## src/rtl/parking_pkg.sv

```systemverilog
// Shared helpers for the parking zone manager: width calculators and the
// 7-segment encoder used by the display scan.
package parking_pkg;

    // Glyph for values that are not a decimal digit (a lone middle bar).
    localparam logic [6:0] SSD_BLANK = 7'b0000001;

    function automatic int calc_cw(input int max_slots);
        return $clog2(max_slots + 1);
    endfunction

    function automatic int calc_tw(input int n_zones, input int max_slots);
        return $clog2(n_zones * max_slots + 1);
    endfunction

    // Segment order is {a,b,c,d,e,f,g}, active high.
    function automatic logic [6:0] ssd_encode(input logic [3:0] digit);
        case (digit)
            4'd0:    return 7'b1111110;
            4'd1:    return 7'b0110000;
            4'd2:    return 7'b1101101;
            4'd3:    return 7'b1111001;
            4'd4:    return 7'b0110011;
            4'd5:    return 7'b1011011;
            4'd6:    return 7'b1011111;
            4'd7:    return 7'b1110000;
            4'd8:    return 7'b1111111;
            4'd9:    return 7'b1111011;
            default: return SSD_BLANK;
        endcase
    endfunction

endpackage

```

## src/rtl/parking_zone_counter.sv

```systemverilog
// One parking zone: capacity and occupancy registers, entry/exit arbitration
// and capacity clamp. Reject/underflow are single-cycle pulses to the top.
module parking_zone_counter #(
    parameter int CW = 4
) (
    input  logic          clk,
    input  logic          reset_n,
    input  logic          cfg_we_i,
    input  logic [CW-1:0] cfg_cap_i,
    input  logic          ev_in_i,
    input  logic          ev_out_i,
    output logic [CW-1:0] cap_o,
    output logic [CW-1:0] occ_o,
    output logic          reject_o,
    output logic          underflow_o
);

    logic [CW-1:0] cap_q, cap_d;
    logic [CW-1:0] occ_q, occ_d;

    // A capacity write wins over any sensor event in the same cycle; a
    // simultaneous entry and exit is a swap and leaves occupancy untouched.
    always_comb begin
        cap_d       = cap_q;
        occ_d       = occ_q;
        reject_o    = 1'b0;
        underflow_o = 1'b0;
        if (cfg_we_i) begin
            cap_d = cfg_cap_i;
            if (occ_q > cfg_cap_i) begin
                occ_d = cfg_cap_i;
            end
        end else if (ev_in_i && !ev_out_i) begin
            if (occ_q < cap_q) begin
                occ_d = occ_q + CW'(1);
            end else begin
                reject_o = 1'b1;
            end
        end else if (ev_out_i && !ev_in_i) begin
            if (occ_q != '0) begin
                occ_d = occ_q - CW'(1);
            end else begin
                underflow_o = 1'b1;
            end
        end
    end

    always_ff @(posedge clk or negedge reset_n) begin
        if (!reset_n) begin
            cap_q <= '0;
            occ_q <= '0;
        end else begin
            cap_q <= cap_d;
            occ_q <= occ_d;
        end
    end

    assign cap_o = cap_q;
    assign occ_o = occ_q;

endmodule

```

## src/rtl/parking_zone_manager.sv

```systemverilog
// Multi-zone parking manager: sensor edge detect, per-zone counters, free
// total, reject/underflow status and a 2-digit multiplexed display.
// Optional peak-occupancy register is built when PEAK_HOLD_EN is defined.
module parking_zone_manager
    import parking_pkg::*;
#(
    parameter  int N_ZONES   = 4,
    parameter  int MAX_SLOTS = 15,
    parameter  int SCAN_DIV  = 50000,
    localparam int CW        = calc_cw(MAX_SLOTS),
    localparam int TW        = calc_tw(N_ZONES, MAX_SLOTS)
) (
    input  logic                  clk,
    input  logic                  reset_n,
    input  logic                  cfg_we,
    input  logic [2:0]            cfg_zone,
    input  logic [CW-1:0]         cfg_cap,
    input  logic                  enable,
    input  logic [N_ZONES-1:0]    car_in,
    input  logic [N_ZONES-1:0]    car_out,
    output logic [N_ZONES*CW-1:0] zone_free,
    output logic [N_ZONES-1:0]    zone_full,
    output logic [TW-1:0]         total_free,
    output logic [15:0]           reject_cnt,
    output logic                  underflow_err,
    output logic [TW-1:0]         peak_occ,
    output logic [6:0]            seg,
    output logic                  digit_sel
);

    localparam int            SW        = $clog2(SCAN_DIV);
    localparam logic [SW-1:0] SCAN_LAST = SW'(SCAN_DIV - 1);

    logic [N_ZONES-1:0] in_q, in_qq, out_q, out_qq;
    logic [N_ZONES-1:0] evIn, evOut;
    logic [N_ZONES-1:0] rejPulse, ufPulse;
    logic [CW-1:0]      capArr  [N_ZONES];
    logic [CW-1:0]      occArr  [N_ZONES];
    logic [CW-1:0]      freeArr [N_ZONES];
    logic [CW-1:0]      capSat;
    logic [TW-1:0]      freeSum, total_free_q;
    logic [16:0]        rejSum;
    logic [15:0]        reject_cnt_q, reject_cnt_d;
    logic               underflow_q;
    logic [SW-1:0]      scan_q;
    logic               digit_sel_q;
    logic [6:0]         seg_q, seg_d;
    logic [6:0]         dispVal;
    logic [3:0]         tens, ones;

    // Second stage keeps tracking while disabled, so a sensor held high
    // across an enable rise never produces a late event.
    always_ff @(posedge clk or negedge reset_n) begin
        if (!reset_n) begin
            in_q   <= '0;
            in_qq  <= '0;
            out_q  <= '0;
            out_qq <= '0;
        end else begin
            in_q   <= car_in;
            in_qq  <= in_q;
            out_q  <= car_out;
            out_qq <= out_q;
        end
    end

    assign evIn   = in_q  & ~in_qq  & {N_ZONES{enable}};
    assign evOut  = out_q & ~out_qq & {N_ZONES{enable}};
    assign capSat = (cfg_cap > CW'(MAX_SLOTS)) ? CW'(MAX_SLOTS) : cfg_cap;

    for (genvar z = 0; z < N_ZONES; z++) begin : g_zone
        parking_zone_counter #(.CW(CW)) u_cnt (
            .clk         (clk),
            .reset_n     (reset_n),
            .cfg_we_i    (cfg_we && (cfg_zone == 3'(z))),
            .cfg_cap_i   (capSat),
            .ev_in_i     (evIn[z]),
            .ev_out_i    (evOut[z]),
            .cap_o       (capArr[z]),
            .occ_o       (occArr[z]),
            .reject_o    (rejPulse[z]),
            .underflow_o (ufPulse[z])
        );
        assign freeArr[z]             = capArr[z] - occArr[z];
        assign zone_free[z*CW +: CW]  = freeArr[z];
        assign zone_full[z]           = (occArr[z] >= capArr[z]);
    end

    // Several zones may refuse a car in the same cycle; each one counts.
    always_comb begin
        freeSum = '0;
        rejSum  = {1'b0, reject_cnt_q};
        for (int z = 0; z < N_ZONES; z++) begin
            freeSum = freeSum + TW'(freeArr[z]);
            rejSum  = rejSum + 17'(rejPulse[z]);
        end
        reject_cnt_d = (rejSum > 17'h0FFFF) ? 16'hFFFF : rejSum[15:0];
    end

    always_ff @(posedge clk or negedge reset_n) begin
        if (!reset_n) begin
            total_free_q <= '0;
            reject_cnt_q <= '0;
            underflow_q  <= 1'b0;
        end else begin
            total_free_q <= freeSum;
            reject_cnt_q <= reject_cnt_d;
            underflow_q  <= underflow_q | (|ufPulse);
        end
    end

`ifdef PEAK_HOLD_EN
    logic [TW-1:0] occSum, peak_q;

    always_comb begin
        occSum = '0;
        for (int z = 0; z < N_ZONES; z++) begin
            occSum = occSum + TW'(occArr[z]);
        end
    end

    // Any capacity write restarts peak tracking from zero.
    always_ff @(posedge clk or negedge reset_n) begin
        if (!reset_n) begin
            peak_q <= '0;
        end else if (cfg_we) begin
            peak_q <= '0;
        end else if (occSum > peak_q) begin
            peak_q <= occSum;
        end
    end

    assign peak_occ = peak_q;
`else
    assign peak_occ = '0;
`endif

    // Two digits can show at most 99 free slots.
    assign dispVal = (int'(total_free_q) > 99) ? 7'd99 : 7'(total_free_q);
    assign tens    = 4'(dispVal / 7'd10);
    assign ones    = 4'(dispVal % 7'd10);
    assign seg_d   = ssd_encode(digit_sel_q ? ones : tens);

    always_ff @(posedge clk or negedge reset_n) begin
        if (!reset_n) begin
            scan_q      <= '0;
            digit_sel_q <= 1'b0;
            seg_q       <= 7'b1111110;
        end else begin
            seg_q <= seg_d;
            if (scan_q == SCAN_LAST) begin
                scan_q      <= '0;
                digit_sel_q <= ~digit_sel_q;
            end else begin
                scan_q <= scan_q + SW'(1);
            end
        end
    end

    assign total_free    = total_free_q;
    assign reject_cnt    = reject_cnt_q;
    assign underflow_err = underflow_q;
    assign seg           = seg_q;
    assign digit_sel     = digit_sel_q;

endmodule

```

## config.mk

```make
export PLATFORM = sky130hd
export DESIGN_NAME = parking_zone_manager
export DESIGN_NICKNAME = d
export VERILOG_FILES = /design/src/rtl/parking_pkg.sv /design/src/rtl/parking_zone_counter.sv /design/src/rtl/parking_zone_manager.sv
export SDC_FILE = /design/constraint.sdc
export NUM_CORES = 1
export LEC_CHECK = 0
export ABC_CLOCK_PERIOD_IN_PS = 8050
export CAP_MARGIN = 20
export CORE_MARGIN = 2
export CORE_UTILIZATION = 42
export CTS_CLUSTER_DIAMETER = 120
export DETAILED_ROUTE_END_ITERATION = 8
export SLEW_MARGIN = 0
export SYNTH_ARGS = -nofsm -noshare
export SYNTH_HDL_FRONTEND = slang
export SYNTH_HIERARCHICAL = 1
export SYNTH_SLANG_ARGS = --single-unit
```

## constraint.sdc

```tcl
create_clock -name clk -period 8.05 [get_ports clk]
set_input_delay 1.61 -clock clk [delete_from_list [all_inputs] [get_ports clk]]
set_output_delay 1.61 -clock clk [all_outputs]
set_load 0.03 [all_outputs]
```

Yosys cells after proc, flatten, opt, wreduce, memory -nomap -nowiden
Memory sizes are Yosys's and may differ from the RTL's. A register that Yosys moved wholly into a read port is not among the register bits.
Index checks and enable logic that the tools add are counted.
{ "totals": {"ff_bits": 88, "romBits": 112, "inputBits": 19, "wordCells": 169, "memories": 1} }
{ "mem_list": {"columns": ["name", "words", "width", "read_ports", "rd_clocked_by_memory_dff", "wr", "line", "source"], "rows": [
  ["(name not given)", 16, 7, 1, 1, 0, "parking_pkg.sv:18", "case (digit)"]
]} }
{ "classes": {"add_sub_neg": 20, "div": 2, "magnitude_cmp": 14, "n_eq_ne": 12, "n_mux": 56, "n_bitwise": 8, "reduce_logical": 39} }
{ "ops": {"columns": ["operator", "count"], "rows": [
  ["2-to-1 mux 4 bit", 26],
  ["adder 17 x 1 -> 17 bit", 3],
  ["2-to-1 mux 16 bit", 2],
  ["2-to-1 mux 1 bit", 28],
  ["nonzero test 3 bit", 8],
  ["adder 16 x 1 -> 17 bit", 1],
  ["> comparator 17 x 16 -> 1 bit, second input constant", 1],
  ["adder 16 x 1 -> 16 bit, second input constant", 1],
  ["adder 4 x 1 -> 4 bit, second input constant", 4],
  ["AND 4 bit", 4],
  ["equality test 16 bit, second input constant", 1],
  ["greater-or-equal comparator 4 bit", 4],
  ["> comparator 4 bit", 4],
  ["< comparator 4 bit", 4],
  ["AND reduction 4 bit", 4],
  ["nonzero test 4 bit", 4],
  ["subtractor 4 x 1 -> 4 bit, second input constant", 4],
  ["subtractor 4 bit", 4],
  ["logical AND 1 bit", 12],
  ["!= test 3 x 2 -> 1 bit, second input constant", 4],
  ["logical NOT 1 bit", 9],
  ["!= test 2 bit, second input constant", 4],
  ["inverter 4 bit", 2],
  ["divider 6 x 4 -> 7 bit, second input constant", 1],
  ["other kinds (11)", 12]
]} }

Depth between registers and ports, before layout
Gate-level depths: netlist of run 1.
{ "depth": {"depth_word": 13, "mapped_depth": 18, "depth_no_buf": 17} }

Modules after synthesis
Netlist of run 1, hierarchy kept.
{ "modules_own_cells": {"columns": ["mod", "n_inst", "cells_per_inst", "area_each_um2"], "rows": [
  ["parking_zone_manager", 1, 400, 4088.9],
  ["parking_zone_counter", 4, 69, 638.1]
]} }

Worst setup path before layout of run 1
No wires, ideal clock.
{ "synth_timing": {"kind": "input -> register", "startpoint": "in cfg_zone[0]", "endpoint": "reg reject_cnt_q[10] (netlist: reject_cnt[10])", "setup_time_ns": 0.068, "t_arrival_ns": 4.643, "slack_ns": 3.340, "cell_stages": 15, "n_path_buf": 2, "cell_sequence": "nor4b_1 > buf_6 > nor3_1 > fa_1 > inv_1 > fa_1 > inv_1 > fa_1 > nand2_1 > nor2_1 > nand2_1 > nor2_1 > nand3_1 > clkbuf_1 > nand2_1"} }
{ "synth_between": {"elab_chain_cells": 9} }
{ "synth_lines": {"columns": ["item", "line", "source"], "rows": [
  ["start, declared", "parking_zone_manager.sv:16", "input logic [2:0] cfg_zone,"],
  ["logical NOT 3 bit (*)", "parking_zone_manager.sv:75", ".cfg_we_i (cfg_we && (cfg_zone == 3'(z))),"],
  ["logical AND 1 bit (*)", "parking_zone_manager.sv:75", null],
  ["2-to-1 mux 1 bit (*)", "parking_zone_counter.sv:28", "if (cfg_we_i) begin"],
  ["named net rejPulse[0]", "parking_zone_manager.sv:36", "logic [N_ZONES-1:0] rejPulse, ufPulse;"],
  ["adder 16 x 1 -> 17 bit (*)", "parking_zone_manager.sv:95", "rejSum = rejSum + 17'(rejPulse[z]);"],
  ["adder 17 x 1 -> 17 bit (*) (3 in a row)", "parking_zone_manager.sv:95", null],
  ["> comparator 17 x 16 -> 1 bit", "parking_zone_manager.sv:97", "reject_cnt_d = (rejSum > 17'h0FFFF) ? 16'hFFFF : rejSum[15:0];"],
  ["2-to-1 mux 16 bit (*)", "parking_zone_manager.sv:97", null],
  ["named net reject_cnt_d[10]", "parking_zone_manager.sv:43", "logic [15:0] reject_cnt_q, reject_cnt_d;"],
  ["end signal, assigned", "parking_zone_manager.sv:107", "reject_cnt_q <= reject_cnt_d;"],
  ["end, declared", "parking_zone_manager.sv:43", null]
]} }
Mark *: on every way through the listed nets, which the timed path passes. The rest lies on a longest branch.
A chain may end at the register's enable or synchronous reset.

Final worst setup path of run 1
{ "layout_timing": {"startpoint": "in enable", "endpoint": "reg reject_cnt_q[6] (netlist: reject_cnt[6])"} }
{ "layout_between": {"elab_chain_cells": 11} }
{ "layout_lines": {"columns": ["item", "line", "source"], "rows": [
  ["start, declared", "parking_zone_manager.sv:18", "input logic enable,"],
  ["AND 4 bit (*)", "parking_zone_manager.sv:68", "assign evOut = out_q & ~out_qq & {N_ZONES{enable}};"],
  ["named net evOut[0]", "parking_zone_manager.sv:35", "logic [N_ZONES-1:0] evIn, evOut;"],
  ["logical NOT 1 bit (*)", "parking_zone_counter.sv:33", "end else if (ev_in_i && !ev_out_i) begin"],
  ["logical AND 1 bit (*)", "parking_zone_counter.sv:33", null],
  ["2-to-1 mux 1 bit (*)", "parking_zone_counter.sv:33", null],
  ["2-to-1 mux 1 bit (*)", "parking_zone_counter.sv:28", null],
  ["named net rejPulse[0]", "parking_zone_manager.sv:36", null],
  ["adder 16 x 1 -> 17 bit (*)", "parking_zone_manager.sv:95", null],
  ["adder 17 x 1 -> 17 bit (*) (3 in a row)", "parking_zone_manager.sv:95", null],
  ["> comparator 17 x 16 -> 1 bit", "parking_zone_manager.sv:97", null],
  ["2-to-1 mux 16 bit (*)", "parking_zone_manager.sv:97", null],
  ["named net reject_cnt_d[6]", "parking_zone_manager.sv:43", null]
]} }
Marks and branches as above.

==> results of run 1 <==
-- final cells by class --
type	count	area, um2
Clock buffer	11	233
Tap cell	211	264
Multi-Input combinational cell	485	3850
Fill cell	1412	7530
Clock inverter	3	21.3
Inverter	84	315
Timing Repair Buffer	73	718
Sequential cell	95	2380
-- Yosys cell counts (all sizes together), types with 4 or more instances --
cell type,n
nand2,56
and3b,7
or4,5
mux2,20
nor2,28
o21ai,46
nand2b,12
a31oi,4
fa,19
a21o,10
xor2,20
and4,4
and3,8
nor2b,17
nand4,5
dfstp,6
dfrtp,89
inv,84
nand3b,5
buf,15
a21oi,33
ha,68
nand3,22
nor3,12
o22ai,10
nor4b,7
o211ai,6
xnor2,28
-- worst max-delay path, delay by kind of cell --
family,cells,cell delay (ps)
AND/OR/NAND/NOR,8,1530
AO/OA/AOI/OAI,1,200
buffers and inverters,3,770
adder cells (fa/ha/maj),3,1100
-- worst max-delay path by stage --
| stage | start | end | slack [ps] | cells after the start |
|---|---|---|---|---|
| after floorplan | cfg_zone[0] | reject_cnt[10] | 3340 | 15 |
| after global placement | enable | reject_cnt[6] | 2860 | 15 |
| after detailed placement | enable | reject_cnt[6] | 2740 | 15 |
| after CTS | enable | reject_cnt[6] | 3100 | 15 |
| after global routing | enable | reject_cnt[6] | 2810 | 15 |
| final | enable | reject_cnt[6] | 3120 | 15 |
-- through the flow --
stage                     area [um2]  cells  setup slack (ps)
after floorplan                 6660    681              3340
after global placement          7530    948              2860
after detailed placement        7530    948              2740
after CTS                       7790    962              3100
after global routing            7790    962              2810
final                           7790    962              3120
-- cells by family (layout without fill, tap and decap cells) --
family	after synthesis	after routing	share of synthesized area, %
mux	23	23	3.96
fa+ha+maj	87	87	18.5
simple gates	197	197	16.2
compound gates	124	124	12.3
flops	95	95	35.9
buf+inv	101	171	6.69
xor+xnor	48	48	6.33
other cells	1	6	0.0565
-- registers in the layout, summed over array words and instances, names as in the netlist --
register,cells
digit_sel,1
g_zone.u_cnt/cap_o,16
g_zone.u_cnt/occ_o,16
in_q,4
in_qq,4
out_q,4
out_qq,4
reject_cnt,16
scan_q,16
seg,7
total_free,6
underflow_err,1
-- layout by cell type, fill, tap and decap left out, types with 7 or more instances in the layout --
cell type	count
dfrtp_1	89
inv_1	81
ha_1	68
clkdlybuf4s50_1	68
nand2_1	55
o21ai_0	43
a21oi_1	32
xnor2_1	28
nor2_1	28
nand3_1	22
xor2_1	20
fa_1	19
mux2_2	18
nor2b_1	17
nand2b_1	12
nor3_1	11
clkbuf_16	9
and3_1	8
and3b_1	7
-- layer usage --
metal / global-route usage [%] / vias up
li1: - / 2444
met1: 25.7 / 2427
met2: 30.0 / 106
met3: 3.16 / 19
met4: 6.01 / 0
met5: 0 / -
==> Implementation_results.wiki, run 1 <==
{| class="wikitable"
! Metric !! Value
|-
| Placer congestion estimate || 0.851
|-
| R2R depth || 11
|-
| Mean routed wirelength per cell || 15.3 um
|-
| Hold Fails Final Rpt || 0
|-
| Startpoint class of the critical path || primary input
|-
| Area share of the leading cell type in the synthesized netlist || 33.5%
|-
| Cell types with the largest area share after synthesis || dfrtp_1 (34%), ha_1 (13%), fa_1 (5.7%)
|-
| Effective utilization at floorplan || 43.4%
|-
| Detail Route met2 WL || 6.87 mm
|-
| Drt drc || 0
|-
| Largest net degree at the start of global routing || 63
|-
| Number of vias in the routed layout || 4996
|-
| Setup Viol. Count Final || 0
|-
| First-pass GRT wire length || 24.7 mm
|-
| Count of antenna diodes in the layout || 0
|-
| Post-CTS resize count || 0
|-
| Most area-hungry cell type in the Yosys netlist || dfrtp_1
|-
| Critical-path cell with the highest stage delay || clkdlybuf4s50_1
|-
| Final worst path period need || 4930 ps
|-
| Crit-path max FO || 14
|-
| Mean instance size in the synthesized netlist || 9.82 um2
|-
| Proportion of synthesized flip-flops having asynchronous set or reset || 100%
|-
| Worst min-delay path category || reg2reg
|-
| Largest stage delay on the critical path || 640 ps
|-
| Number of instances in the synthesized netlist || 676
|-
| Commonest register cell after synthesis || dfrtp_1
|-
| R2R setup slack || 4230 ps
|-
| Summed negative setup slack over all endpoints || 0 ps
|-
| Syn Std Cell Area || 6640 um2
|-
| Highest metal layer used by the detailed router || met4
|-
| Total routing usage reported by global routing || 18.6%
|-
| Register area share after synthesis || 35.9%
|-
| Detailed-routed wire length on met3 || 551 um
|-
| Max capacitance violation total || 0
|-
| Hold-critical path endpoint || in_qq[1]
|-
| Critical Path RT || 8320 ps
|-
| CTS clock-pin slew for the worst setup and hold paths || 60 ps
|-
| Maximum achievable frequency || 0.203 GHz
|-
| Post-CTS Setup Bufs || 0
|-
| Clock buffer count from CTS || 9
|-
| Crit share post-route || 61.3%
|-
| CP Capture Type || register
|-
| Area delta synth->final || 17.2%
|-
| Crit-path most repeated cell || fa_1
|-
| Die X || 130 um
|-
| Count of input and output buffers || 69
|-
| Terminus of the critical flop-to-flop path || seg[6]
|-
| Count of warnings emitted by yosys || 6
|-
| Flops & latches, synth || 95
|-
| Deepest clock path buffer count || 2
|-
| Number of antenna violations at the first check in global routing || 0
|-
| RSZ-0062 raised after global routing || false
|-
| Length of the first detailed-routing pass in iterations || 5
|-
| Worst EP arrival || 5200 ps
|-
| CTS Hold Buffers Added || 0
|-
| Post-route core utilization || 50.8%
|-
| Layout cells sized above 1 || 9.32%
|-
| Routed wire length || 14.8 mm
|-
| Worst-Margin Slew || 780 ps
|-
| Detailed placement HPWL || 11.2 mm
|-
| Detail Route Antenna Nets || 0
|-
| Critical path class || in2reg
|-
| I/O pin count || 76
|-
| Outcome || completed
|-
| Min-delay src || in_q[1]
|-
| Worst reg2reg path startpoint || total_free[4]
|-
| Sequence of cells on the critical path || clkdlybuf4s50_1, and3b_1, nand2b_1, nor3_1, fa_1, inv_1, fa_1, inv_1, fa_1, nand2_1, nor2_1, nand2_1, nor2_1, nand3_1, o21ai_0
|-
| Number of flops mapped to enable cells by yosys || 0
|-
| Mean number of vias per cell || 5.19
|-
| H-tree depth reported by CTS || 3
|-
| Tightest slew margin relative to the limit || 48.0%
|-
| Global-route congestion overflow total || 0
|-
| Die Outline Area || 16800 um2
|-
| Worst-skew pair later-pin latency || 350 ps
|-
| Chip Height || 130 um
|-
| CTS Root Buffer Type || clkbuf_16
|-
| Number of rows created at floorplan || 45
|-
| # clock sinks || 95
|-
| Final net count || 854
|-
| Slew Viols, Final || 0
|-
| Hold-critical path depth || 0
|-
| DRT met1 WL || 7.09 mm
|-
| Initial detailed-routing violation count || 230
|-
| Number of library cell types mapped by synthesis || 65
|-
| Via count of the first global-routing pass || 5029
|-
| Floorplan Core Area || 15300 um2
|-
| Post-Route Hold Slack || 372 ps
|-
| Clock tree from TritonCTS || built
|-
| Worst Skew || 10.2 ps
|}
Power of run 1 is left out: the tool's default activity adds up to more than one toggle a clock period on the data nets, which glitch-free logic cannot reach.
==> inputs of run 2 (changes only) <==
--- a/config.mk
+++ b/config.mk
@@ -5,7 +5,7 @@
 export SDC_FILE = /design/constraint.sdc
 export NUM_CORES = 1
 export LEC_CHECK = 0
-export ABC_CLOCK_PERIOD_IN_PS = 8050
+export ABC_CLOCK_PERIOD_IN_PS = 4500
 export CAP_MARGIN = 20
 export CORE_MARGIN = 2
 export CORE_UTILIZATION = 42
==> constraint.sdc (replaced) <==
create_clock -name clk -period 4.5 [get_ports clk]
set_input_delay 0.9 -clock clk [delete_from_list [all_inputs] [get_ports clk]]
set_output_delay 0.9 -clock clk [all_outputs]
set_load 0.03 [all_outputs]
==> run 2 against run 1 <==
Cell count grew 0.73%. Highest routed layer unchanged. Sequential share of layout area shrank 0.33 points. Clock skew shrank 2.1 ps. First-iteration DRC count shrank 33%. Core utilization grew 0.55 points. Count of clock-buffer cells in the layout is the same. Register-to-register slack lost 3600 ps.
==> Implementation_results.wiki, run 2 (synthesized netlist as in run 1, its figures left out) <==
{| class="wikitable"
! Metric !! Value
|-
| Met1 usage || 25.9% (+0.19 points)
|-
| GR met3 Demand/Resource || 3.36% (+0.21 points)
|-
| Worst min-delay path category || reg2reg
|-
| Routed wire length || 14.4 mm (-2.6%)
|-
| Met2 demand-to-capacity share in global routing || 28.5% (-1.5 points)
|-
| First-pass GRT wire length || 24.2 mm (-2.3%)
|-
| Layout cells sized above 1 || 10.3% (+0.97 points)
|-
| Placer congestion estimate || 0.823 (-3.2%)
|-
| Critical Path RT || 4720 ps (-3600 ps)
|-
| Summed negative setup slack over all endpoints || 0 ps (unchanged)
|-
| Post-CTS Setup Bufs || 0 (unchanged)
|-
| Die Outline Area || 16800 um2 (unchanged)
|-
| Clock tree from TritonCTS || built
|-
| Count of input and output buffers || 69 (unchanged)
|-
| Worst-Margin Slew || 805 ps (+24.2 ps)
|-
| Hold Fails Final Rpt || 0 (unchanged)
|-
| Post-route core utilization || 51.4% (+0.55 points)
|-
| Commonest non-fill, non-tap cell in the layout || dfrtp_1
|-
| Total routing usage reported by global routing || 18.3% (-0.35 points)
|-
| Largest net degree at the start of global routing || 63 (unchanged)
|-
| Highest-count cells in the layout ignoring fill and taps || dfrtp_1 (89), inv_1 (81), ha_1 (68), clkdlybuf4s50_1 (68), nand2_1 (55)
|-
| I/O pin count || 76 (unchanged)
|-
| Post-Route Hold Slack || 373 ps (+1.24 ps)
|-
| Tightest slew margin relative to the limit || 46.4% (-1.6 points)
|-
| Initial detailed-routing violation count || 155 (-33%)
|-
| Number of vias in the routed layout || 4966 (-0.60%)
|-
| CTS Root Buffer Type || clkbuf_16
|-
| Cell area after placement || 7570 um2 (+0.50%)
|-
| Length of the first detailed-routing pass in iterations || 4 (-1)
|-
| Crit-path max FO || 14 (unchanged)
|-
| RSZ-0062 raised after global routing || false
|-
| Global-route congestion overflow total || 0 (unchanged)
|-
| Critical path class || in2reg
|-
| Outcome || completed
|-
| Final worst path period need || 3870 ps
|-
| # clock sinks || 95 (unchanged)
|-
| Deepest clock path buffer count || 2 (unchanged)
|-
| Clock buffer count from CTS || 9 (unchanged)
|-
| H-tree depth reported by CTS || 3 (unchanged)
|-
| Post-CTS resize count || 0 (unchanged)
|-
| Detailed placement HPWL || 11.0 mm (-2.1%)
|-
| Crit-path most repeated cell || fa_1
|-
| Mean number of vias per cell || 5.12 (-1.3%)
|-
| Chip Height || 130 um (unchanged)
|-
| Worst EP arrival || 4090 ps (-1110 ps)
|-
| CTS Hold Buffers Added || 0 (unchanged)
|-
| Worst-skew pair later-pin latency || 350 ps (about the same)
|-
| Die X || 130 um (unchanged)
|-
| Area delta synth->final || 18.5%
|-
| Via count of the first global-routing pass || 4934 (-1.9%)
|-
| Largest stage delay on the critical path || 590 ps (-50 ps)
|-
| Detail Route Antenna Nets || 0 (unchanged)
|-
| Critical-path cell with the highest stage delay || clkdlybuf4s50_1
|-
| Sequence of cells on the critical path || clkdlybuf4s50_1, and3b_1, nand2b_1, nor3_1, fa_1, inv_1, fa_1, inv_1, fa_1, nand2_1, nor2_1, nand2_1, nor2_1, nand3_1, buf_4, o21ai_0
|-
| Final design instance area without fill || 7870 um2 (+1.1%)
|-
| Final net count || 859 (+0.59%)
|-
| Startpoint class of the critical path || primary input
|-
| Worst Skew || 8.11 ps (-2.05 ps)
|-
| Max capacitance violation total || 0 (unchanged)
|-
| Crit share post-route || 86.0%
|-
| Floorplan Core Area || 15300 um2 (unchanged)
|-
| Setup Viol. Count Final || 0 (unchanged)
|-
| Number of rows created at floorplan || 45 (unchanged)
|-
| R2R setup slack || 670 ps (-3560 ps)
|-
| Effective utilization at floorplan || 43.4% (unchanged)
|-
| Global route hottest layer || met2
|-
| CTS clock-pin slew for the worst setup and hold paths || 70 ps (about the same)
|-
| Slew Viols, Final || 0 (unchanged)
|-
| Number of antenna violations at the first check in global routing || 0 (unchanged)
|-
| Drt drc || 0 (unchanged)
|-
| Count of antenna diodes in the layout || 0 (unchanged)
|-
| CP Capture Type || register
|-
| Mean routed wirelength per cell || 14.8 um (-3.3%)
|-
| Maximum achievable frequency || 0.258 GHz
|}
==> run 2: changes by cell type in the layout (fill, tap and decap cells not counted), sizes merged <==
cell and change:
buf +5, clkinvlp +2, bufinv +1, inv -1
==> run 2: final timing paths <==
| check | start | to | depth (start not counted) |
|---|---|---|---|
| min in group asynchronous | reset_n | g_zone[1].u_cnt/occ_o[0] | 1 |
| max reg2reg | total_free[4] | seg[6] | 11 |
| max in group asynchronous | reset_n | g_zone[1].u_cnt/occ_o[1] | 2 |
| min | out_q[0] | out_qq[0] | 0 |
| max | enable | reject_cnt[6] | 16 |
| min reg2reg | out_q[0] | out_qq[0] | 0 |
==> run 2: worst max-delay path, delay by kind of cell <==
family / cells / cell delay (ps)
adders and majority gates: 3 / 1080
buffers and inverters: 4 / 910
and+or+nand+nor: 8 / 1090
AOI/OAI and AO/OA: 1 / 110
==> run 2: cell type report <==
| class | count | area, um2 |
|---|---|---|
| Clock buffer | 11 | 243 |
| Clock inverter | 5 | 57.6 |
| Fill cell | 1391 | 7440 |
| Inverter | 84 | 315 |
| Multi-Input combinational cell | 485 | 3850 |
| Sequential cell | 95 | 2380 |
| Tap cell | 211 | 264 |
| Timing Repair Buffer | 78 | 756 |
==> run 2: metrics by stage <==
stage,setup WS [ps],std cells
after floorplan,500,681
after global placement,334,953
after detailed placement,200,953
after CTS,567,969
after global routing,364,969
final,630,969
==> run 2: routing by layer <==
metal / wire, um / vias to the layer above / part of all wire, %
li1: - / 2464 / -
met5: 0 / - / 0
met4: 225 / 0 / 1.6
met3: 564 / 15 / 3.9
met1: 7090 / 2378 / 49
met2: 6480 / 109 / 45
Power of run 2 is left out for the same reason.
